--- src/rtl/lsu_pkg.sv ---
// Shared definitions for the load/store unit: access width codes,
// FSM state encoding and the default bus timeout.
package lsu_pkg;

  localparam logic [2:0] LSU_W_B  = 3'b000;
  localparam logic [2:0] LSU_W_H  = 3'b001;
  localparam logic [2:0] LSU_W_W  = 3'b010;
  localparam logic [2:0] LSU_W_BU = 3'b100;
  localparam logic [2:0] LSU_W_HU = 3'b101;

  localparam int LSU_TIMEOUT_DEFAULT = 255;

  typedef enum logic [1:0] {
    LSU_IDLE = 2'd0,
    LSU_REQ  = 2'd1,
    LSU_DONE = 2'd2
  } lsu_state_e;

endpackage

--- src/rtl/lsu_align.sv ---
// Combinational lane logic: strobes, write replication, legality and load extend.
// LSU_MISALIGN_TRAP_EN turns misaligned H/W accesses into faults instead of aligning.
module lsu_align
  import lsu_pkg::*;
#(
  parameter int XLEN = 32
) (
  input  logic            i_load,
  input  logic            i_store,
  input  logic [1:0]      i_addr_lo,
  input  logic [2:0]      i_width,
  input  logic [XLEN-1:0] i_wdata,
  input  logic [1:0]      i_rsp_off,
  input  logic [2:0]      i_rsp_width,
  input  logic [XLEN-1:0] i_rsp_rdata,
  output logic [1:0]      o_off,
  output logic [3:0]      o_strb,
  output logic [XLEN-1:0] o_wdata,
  output logic            o_illegal,
  output logic [XLEN-1:0] o_ldata
);

  logic            w_mis;
  logic            w_trap;
  logic            w_mem;
  logic            w_bad_w;
  logic [1:0]      w_off;
  logic [XLEN-1:0] w_sh;

  always_comb begin
    w_mis = 1'b0;
    w_off = i_addr_lo;
    case (i_width[1:0])
      2'b01: begin
        w_mis = i_addr_lo[0];
        w_off = {i_addr_lo[1], 1'b0};
      end
      2'b10: begin
        w_mis = |i_addr_lo;
        w_off = 2'b00;
      end
      default: ;
    endcase
  end

`ifdef LSU_MISALIGN_TRAP_EN
  assign w_trap = w_mis;
`else
  assign w_trap = 1'b0;
`endif

  assign o_off   = w_off;
  assign w_mem   = i_load | i_store;
  assign w_bad_w = (i_width == 3'b011) || (i_width[2] && i_width[1]);

  // BU/HU only make sense for loads
  assign o_illegal = (i_load && i_store)
                   || (w_mem && w_bad_w)
                   || (i_store && i_width[2])
                   || (w_mem && w_trap);

  always_comb begin
    case (i_width[1:0])
      2'b00: begin
        o_strb  = 4'b0001 << w_off;
        o_wdata = {4{i_wdata[7:0]}};
      end
      2'b01: begin
        o_strb  = 4'b0011 << w_off;
        o_wdata = {2{i_wdata[15:0]}};
      end
      default: begin
        o_strb  = 4'b1111;
        o_wdata = i_wdata;
      end
    endcase
  end

  assign w_sh = i_rsp_rdata >> {i_rsp_off, 3'b000};

  always_comb begin
    case (i_rsp_width[1:0])
      2'b00:
        o_ldata = {{24{~i_rsp_width[2] & w_sh[7]}}, w_sh[7:0]};
      2'b01:
        o_ldata = {{16{~i_rsp_width[2] & w_sh[15]}}, w_sh[15:0]};
      default:
        o_ldata = i_rsp_rdata;
    endcase
  end

endmodule

--- src/rtl/lsu.sv ---
// Load/store unit: one aligned access at a time over a req/ack data bus.
// Build option LSU_MISALIGN_TRAP_EN (see lsu_align) faults misaligned accesses.
module lsu
  import lsu_pkg::*;
#(
  parameter int XLEN    = 32,
  parameter int TIMEOUT = LSU_TIMEOUT_DEFAULT
) (
  input  logic            clk,
  input  logic            rst,
  input  logic            in_valid,
  output logic            in_ready,
  input  logic            is_load,
  input  logic            is_store,
  input  logic [XLEN-1:0] addr,
  input  logic [XLEN-1:0] wdata,
  input  logic [2:0]      data_width,
  output logic            out_valid,
  input  logic            out_ready,
  output logic [XLEN-1:0] rdata,
  output logic            err,
  output logic            mem_req,
  output logic            mem_we,
  output logic [XLEN-1:0] mem_addr,
  output logic [XLEN-1:0] mem_wdata,
  output logic [3:0]      mem_wstrb,
  input  logic            mem_ack,
  input  logic [XLEN-1:0] mem_rdata
);

  localparam logic [31:0] TMO_LAST = 32'(TIMEOUT - 1);

  lsu_state_e      r_state;
  lsu_state_e      w_next;
  logic [XLEN-1:0] r_mem_addr;
  logic            r_mem_we;
  logic [XLEN-1:0] r_mem_wdata;
  logic [3:0]      r_mem_wstrb;
  logic [1:0]      r_off;
  logic [2:0]      r_width;
  logic [XLEN-1:0] r_rdata;
  logic            r_err;
  logic [31:0]     r_cnt;

  logic [1:0]      w_off;
  logic [3:0]      w_strb;
  logic [XLEN-1:0] w_wdata;
  logic            w_illegal;
  logic [XLEN-1:0] w_ldata;
  logic            w_mem_op;
  logic            w_tmo;

  lsu_align #(.XLEN(XLEN)) u_align (
    .i_load      (is_load),
    .i_store     (is_store),
    .i_addr_lo   (addr[1:0]),
    .i_width     (data_width),
    .i_wdata     (wdata),
    .i_rsp_off   (r_off),
    .i_rsp_width (r_width),
    .i_rsp_rdata (mem_rdata),
    .o_off       (w_off),
    .o_strb      (w_strb),
    .o_wdata     (w_wdata),
    .o_illegal   (w_illegal),
    .o_ldata     (w_ldata)
  );

  assign w_mem_op = (is_load | is_store) & ~w_illegal;
  assign w_tmo    = (TIMEOUT != 0) && (r_cnt == TMO_LAST);

  always_ff @(posedge clk) begin
    if (rst) r_state <= LSU_IDLE;
    else     r_state <= w_next;
  end

  always_comb begin
    w_next = r_state;
    case (r_state)
      LSU_IDLE:
        if (in_valid) w_next = w_mem_op ? LSU_REQ : LSU_DONE;
      LSU_REQ:
        if (mem_ack || w_tmo) w_next = LSU_DONE;
      LSU_DONE:
        if (out_ready) w_next = LSU_IDLE;
      default:
        w_next = LSU_IDLE;
    endcase
  end

  always_ff @(posedge clk) begin
    if (rst) begin
      r_mem_addr  <= '0;
      r_mem_we    <= 1'b0;
      r_mem_wdata <= '0;
      r_mem_wstrb <= 4'b0000;
      r_off       <= 2'b00;
      r_width     <= 3'b000;
      r_rdata     <= '0;
      r_err       <= 1'b0;
      r_cnt       <= '0;
    end else begin
      case (r_state)
        LSU_IDLE: begin
          r_cnt <= '0;
          if (in_valid) begin
            if (w_mem_op) begin
              r_mem_addr  <= {addr[XLEN-1:2], 2'b00};
              r_mem_we    <= is_store;
              r_mem_wdata <= is_store ? w_wdata : '0;
              r_mem_wstrb <= is_store ? w_strb : 4'b0000;
              r_off       <= w_off;
              r_width     <= data_width;
            end
            // pass-through returns addr; faults and bus ops start from 0
            r_rdata <= (is_load | is_store) ? '0 : addr;
            r_err   <= w_illegal;
          end
        end
        LSU_REQ: begin
          if (mem_ack) begin
            r_rdata <= r_mem_we ? '0 : w_ldata;
            r_err   <= 1'b0;
          end else if (w_tmo) begin
            r_rdata <= '0;
            r_err   <= 1'b1;
          end else begin
            r_cnt <= r_cnt + 32'd1;
          end
        end
        default: ;
      endcase
    end
  end

  assign in_ready  = (r_state == LSU_IDLE);
  assign out_valid = (r_state == LSU_DONE);
  assign mem_req   = (r_state == LSU_REQ);
  assign mem_we    = r_mem_we;
  assign mem_addr  = r_mem_addr;
  assign mem_wdata = r_mem_wdata;
  assign mem_wstrb = r_mem_wstrb;
  assign rdata     = r_rdata;
  assign err       = r_err;

endmodule

--- config.mk ---
export PLATFORM = sky130hd
export DESIGN_NAME = lsu
export DESIGN_NICKNAME = d
export VERILOG_FILES = /design/src/rtl/lsu_pkg.sv /design/src/rtl/lsu_align.sv /design/src/rtl/lsu.sv
export SDC_FILE = /design/constraint.sdc
export NUM_CORES = 1
export LEC_CHECK = 0
export ABC_CLOCK_PERIOD_IN_PS = 2650
export BUFFER_PORTS_ARGS = -buffer_cell sky130_fd_sc_hd__buf_4
export CAP_MARGIN = 0
export CORE_MARGIN = 3
export CORE_UTILIZATION = 35
export DETAILED_ROUTE_END_ITERATION = 8
export PLACE_DENSITY = 0.69
export SETUP_SLACK_MARGIN = 0.15
export SYNTH_ARGS = -nofsm -noshare
export SYNTH_HDL_FRONTEND = slang
export SYNTH_SLANG_ARGS = --single-unit
--- constraint.sdc ---
create_clock -name clk -period 2.65 [get_ports clk]
set_input_delay 0.3975 -clock clk [delete_from_list [all_inputs] [get_ports clk]]
set_output_delay 0.3975 -clock clk [all_outputs]
set_load 0.005 [all_outputs]
==> flow_summary.rst <==
.. list-table::
   :header-rows: 1

   * - Metric
     - Value
   * - Count of endpoints failing hold in the final timing report
     - 0
   * - Flop pwr share
     - 39.8%
   * - Kind of critical path
     - register to register
   * - Initial cell density of the core
     - 35.8%
   * - Run status
     - completed
   * - Minimum hold slack
     - 0.227 ns
   * - Most numerous cell on the critical path
     - sky130_fd_sc_hd__buf_4
   * - Share of layout cells above drive strength 1
     - 27.9%
   * - Number of clock buffers inserted by TritonCTS
     - 17
   * - Via count of the first global-routing pass
     - 6551
   * - Vertical die dimension
     - 145 um
   * - Number of placement rows
     - 50
   * - CP Max Fanout
     - 16
   * - Port Buffers
     - 208
   * - Power density normalized to cell area
     - 611 mW/mm2
   * - Proportion of power drawn by combinational gates
     - 15.9%
   * - Clock tree buffer depth
     - 2
   * - GRT Residual Overflow
     - 0
   * - Top achievable clock speed
     - 430 MHz
   * - Number of clock sinks
     - 139
   * - Arrival time worst endpoint
     - 2.60 ns
   * - Setup repair after global routing missed its margin
     - no
   * - Number of synthesized flops with an enable pin
     - 0
   * - Register bit count reported by yosys
     - 139
   * - Period utilization
     - 87.7%
   * - Cell area after synthesis
     - 0.00674 mm2
   * - Horizontal die dimension
     - 145 um
   * - Hold Crit Class
     - input port to register
   * - Post-Synthesis Cells
     - 851
   * - Layout overhead on the synthesized area
     - 36.8%
   * - Crit. End Element
     - register
   * - CP max stage delay
     - 0.41 ns
   * - Number of warnings printed during yosys synthesis
     - 0
   * - Initial antenna violation count
     - 0
   * - Slew at the pin closest to its max-slew limit
     - 0.652 ns
   * - Instance count on the critical path
     - 9
   * - Clock group share of total power
     - 44.2%
   * - CTS tree
     - done
   * - Total Nets Final
     - 1150
   * - Post-route antenna net violation count
     - 0
   * - Internal power
     - 0.00411 W
   * - Clock latency on the worst-skew pair
     - 0.43 ns
   * - Mean cell area of the mapped netlist
     - 7.92 um2
   * - Part of the Yosys area used for sequential elements
     - 41.3%
   * - Proportion of total power due to net switching
     - 27.0%
   * - Number of design-rule violations left by the first detailed-router iteration
     - 384
   * - Post-route setup TNS
     - 0 ns
   * - Die area
     - 0.0210 mm2
   * - Wire length per cell after detailed routing
     - 17.3 um
   * - Number of max-slew violations in the final report
     - 0
   * - Clk_skew
     - 0.00805 ns
   * - Synth unique cells
     - 64
   * - Root Buffer Master
     - sky130_fd_sc_hd__clkbuf_16
   * - Vias
     - 6952
   * - Maximum number of pins on one net before global-route repair
     - 74
   * - Final Setup Violations
     - 0
   * - Post-CTS clock slew at the launch and capture registers of the worst setup and hold paths
     - 0.06 ns
   * - CP bufs+invs
     - 2
   * - DRT Pass-1 Iters
     - 5
   * - Ports placed on the boundary
     - 211
   * - Global-route wire length before repair
     - 35.1 mm
   * - Remaining design rule violation count
     - 0
   * - Minimum clock period after layout
     - 2.32 ns
   * - Total of max-cap violations
     - 0
   * - Share of flip-flops with an asynchronous set or reset after synthesis
     - 0%
   * - Kind of cell with the highest combined delay on the critical path
     - compound AO/OA/AOI/OAI gates
   * - Max rail drop VDD
     - 503 uV
   * - Final Wtd Congestion
     - 0.866
   * - Overall global routing resource usage
     - 21.3%
   * - Count of inserted antenna diode cells
     - 0
   * - Top flip-flop cell by instance count after synthesis
     - sky130_fd_sc_hd__dfxtp_1
   * - Critical-path cell with the highest stage delay
     - sky130_fd_sc_hd__dfxtp_1
   * - Area of the core
     - 0.0188 mm2
   * - Worst Reg2Reg Path Length in Cells
     - 9
   * - Relative slew margins
     - 56.6%
   * - Vias per inst
     - 5.30
   * - CTS H-tree depth
     - 4
   * - Startpoint types
     - register
   * - Crit path cell chain
     - ha_1 > nor4b_1 > nand4_1 > o21bai_1 > buf_4 > o21ai_0 > a31oi_2 > buf_4 > a211oi_1
   * - Switching power
     - 0.00152 W
   * - Required @ worst endpoint
     - 2.93 ns
   * - Hold Path Depth
     - 3
   * - Post-DP HPWL
     - 16.5 mm
   * - Routed wire length
     - 22.7 mm
   * - Static leakage
     - 3.56 nW
## through the flow
step           util [%]  total power (W)  worst slack, ns  instances  cell area, um2
2_1_floorplan         -          0.00272            0.378        852            6740
3_3_place_gp       45.6          0.00318            0.310       1278            8590
3_5_place_dp       45.6          0.00319            0.245       1278            8590
4_1_cts            48.9          0.00567            0.320       1310            9200
5_1_grt            48.9          0.00585            0.197       1312            9220
6_report           48.9          0.00563            0.327       1312            9220
## per-layer routing
metal	vias up	global-route usage, %	wire, um
met5	-	0	0
met4	0	9.28	759
met3	50	6.21	1630
met2	243	32.7	10500
met1	3237	27.8	9800
li1	3422	-	-
## logic make-up after synthesis
family,share of synthesized area (%)
buffers and inverters,5.16
AO/OA/AOI/OAI,25.5
adder cells (fa/ha/maj),0.928
AND/OR/NAND/NOR,23.6
other,0.0556
XOR/XNOR,1.56
multiplexers,1.95
flip-flops,41.3
## cell usage in the layout, fill, tap and decap left out, drive strengths merged, types with 3 or more instances in the layout
| cell type | synthesis | final |
|---|---|---|
| nand2b | 7 | 7 |
| nand3 | 14 | 14 |
| nor2 | 131 | 131 |
| xnor2 | 12 | 12 |
| a311oi | 10 | 10 |
| a22oi | 49 | 49 |
| o2bb2ai | 8 | 8 |
| mux2i | 12 | 12 |
| nand3b | 3 | 3 |
| clkbuf | 47 | 20 |
| nor3 | 22 | 22 |
| o211ai | 3 | 3 |
| nand2 | 113 | 113 |
| o221ai | 7 | 7 |
| bufinv | 0 | 3 |
| buf | 24 | 239 |
| a31oi | 7 | 7 |
| a211oi | 29 | 29 |
| and4 | 3 | 3 |
| nand4 | 14 | 14 |
| or3 | 6 | 6 |
| dfxtp | 139 | 139 |
| nor2b | 6 | 6 |
| a2111oi | 9 | 9 |
| nor4 | 5 | 5 |
| clkinvlp | 0 | 3 |
| a21oi | 109 | 109 |
| o21ai | 11 | 11 |
| inv | 12 | 16 |
| ha | 5 | 5 |
| nor3b | 10 | 10 |
| or2 | 3 | 3 |
## power by group through the flow
stage	Clock, W	Sequential, W	Combinational [W]
6_report	0.00249	0.00225	0.000897
5_1_grt	0.00261	0.00226	0.000992
4_1_cts	0.00253	0.00225	0.000901
3_5_place_dp	0	0.00229	0.000898
3_3_place_gp	0	0.00229	0.000890
2_1_floorplan	0	0.00229	0.000426
## flip-flops by register name, summed over array words and instances, names as in the netlist
signal,cells
r_cnt,32
mem_wdata,32
mem_wstrb,4
r_width,3
r_state,2
mem_addr,30
r_off,2
err,1
mem_we,1
rdata,32
## synthesized netlist by cell type, drive strengths merged, types with 12 or more instances
cell    instances  area, um2
nand2         113        427
a22oi          49        368
nand3          14       80.1
clkbuf         47        176
a211oi         29        223
mux2i          12        120
nand4          14        100
nor3           22        120
dfxtp         139       2780
a21oi         109        546
inv            12       45.0
nor2          131        494
xnor2          12        105
buf            24        126
## cell type report
type | count | area [um2]
Multi-Input combinational cell | 630 | 3620
Inverter | 12 | 45.0
Fill cell | 1848 | 9610
Timing Repair Buffer | 239 | 1830
Sequential cell | 139 | 2780
Clock inverter | 12 | 161
Tap cell | 260 | 325
Clock buffer | 20 | 447
## worst register-to-register path: stages, from the launching register on
cell,delay [ns]
sky130_fd_sc_hd__dfxtp_1,0.41
sky130_fd_sc_hd__ha_1,0.18
sky130_fd_sc_hd__nor4b_1,0.23
sky130_fd_sc_hd__nand4_1,0.21
sky130_fd_sc_hd__o21bai_1,0.22
sky130_fd_sc_hd__buf_4,0.19
sky130_fd_sc_hd__o21ai_0,0.18
sky130_fd_sc_hd__a31oi_2,0.20
sky130_fd_sc_hd__buf_4,0.25
sky130_fd_sc_hd__a211oi_1,0.11
## path summary, 6_finish.rpt
path / slack [ns] / startpoint / endpoint
setup / recovery: 0.33 / r_cnt[1] / rdata[18]
hold / removal: 0.23 / addr[30] / mem_addr[30]
setup reg to reg: 0.33 / r_cnt[1] / rdata[18]
hold reg to reg: 0.46 / mem_addr[12] / mem_addr[12]
## what timing repair did
action,in CTS,in global routing
buffers inserted,0,2
hold buffers,0,0
endpoints found under the setup margin,0,1
gates resized for setup,0,0
Note: power is estimated with default switching activity, not from simulation.
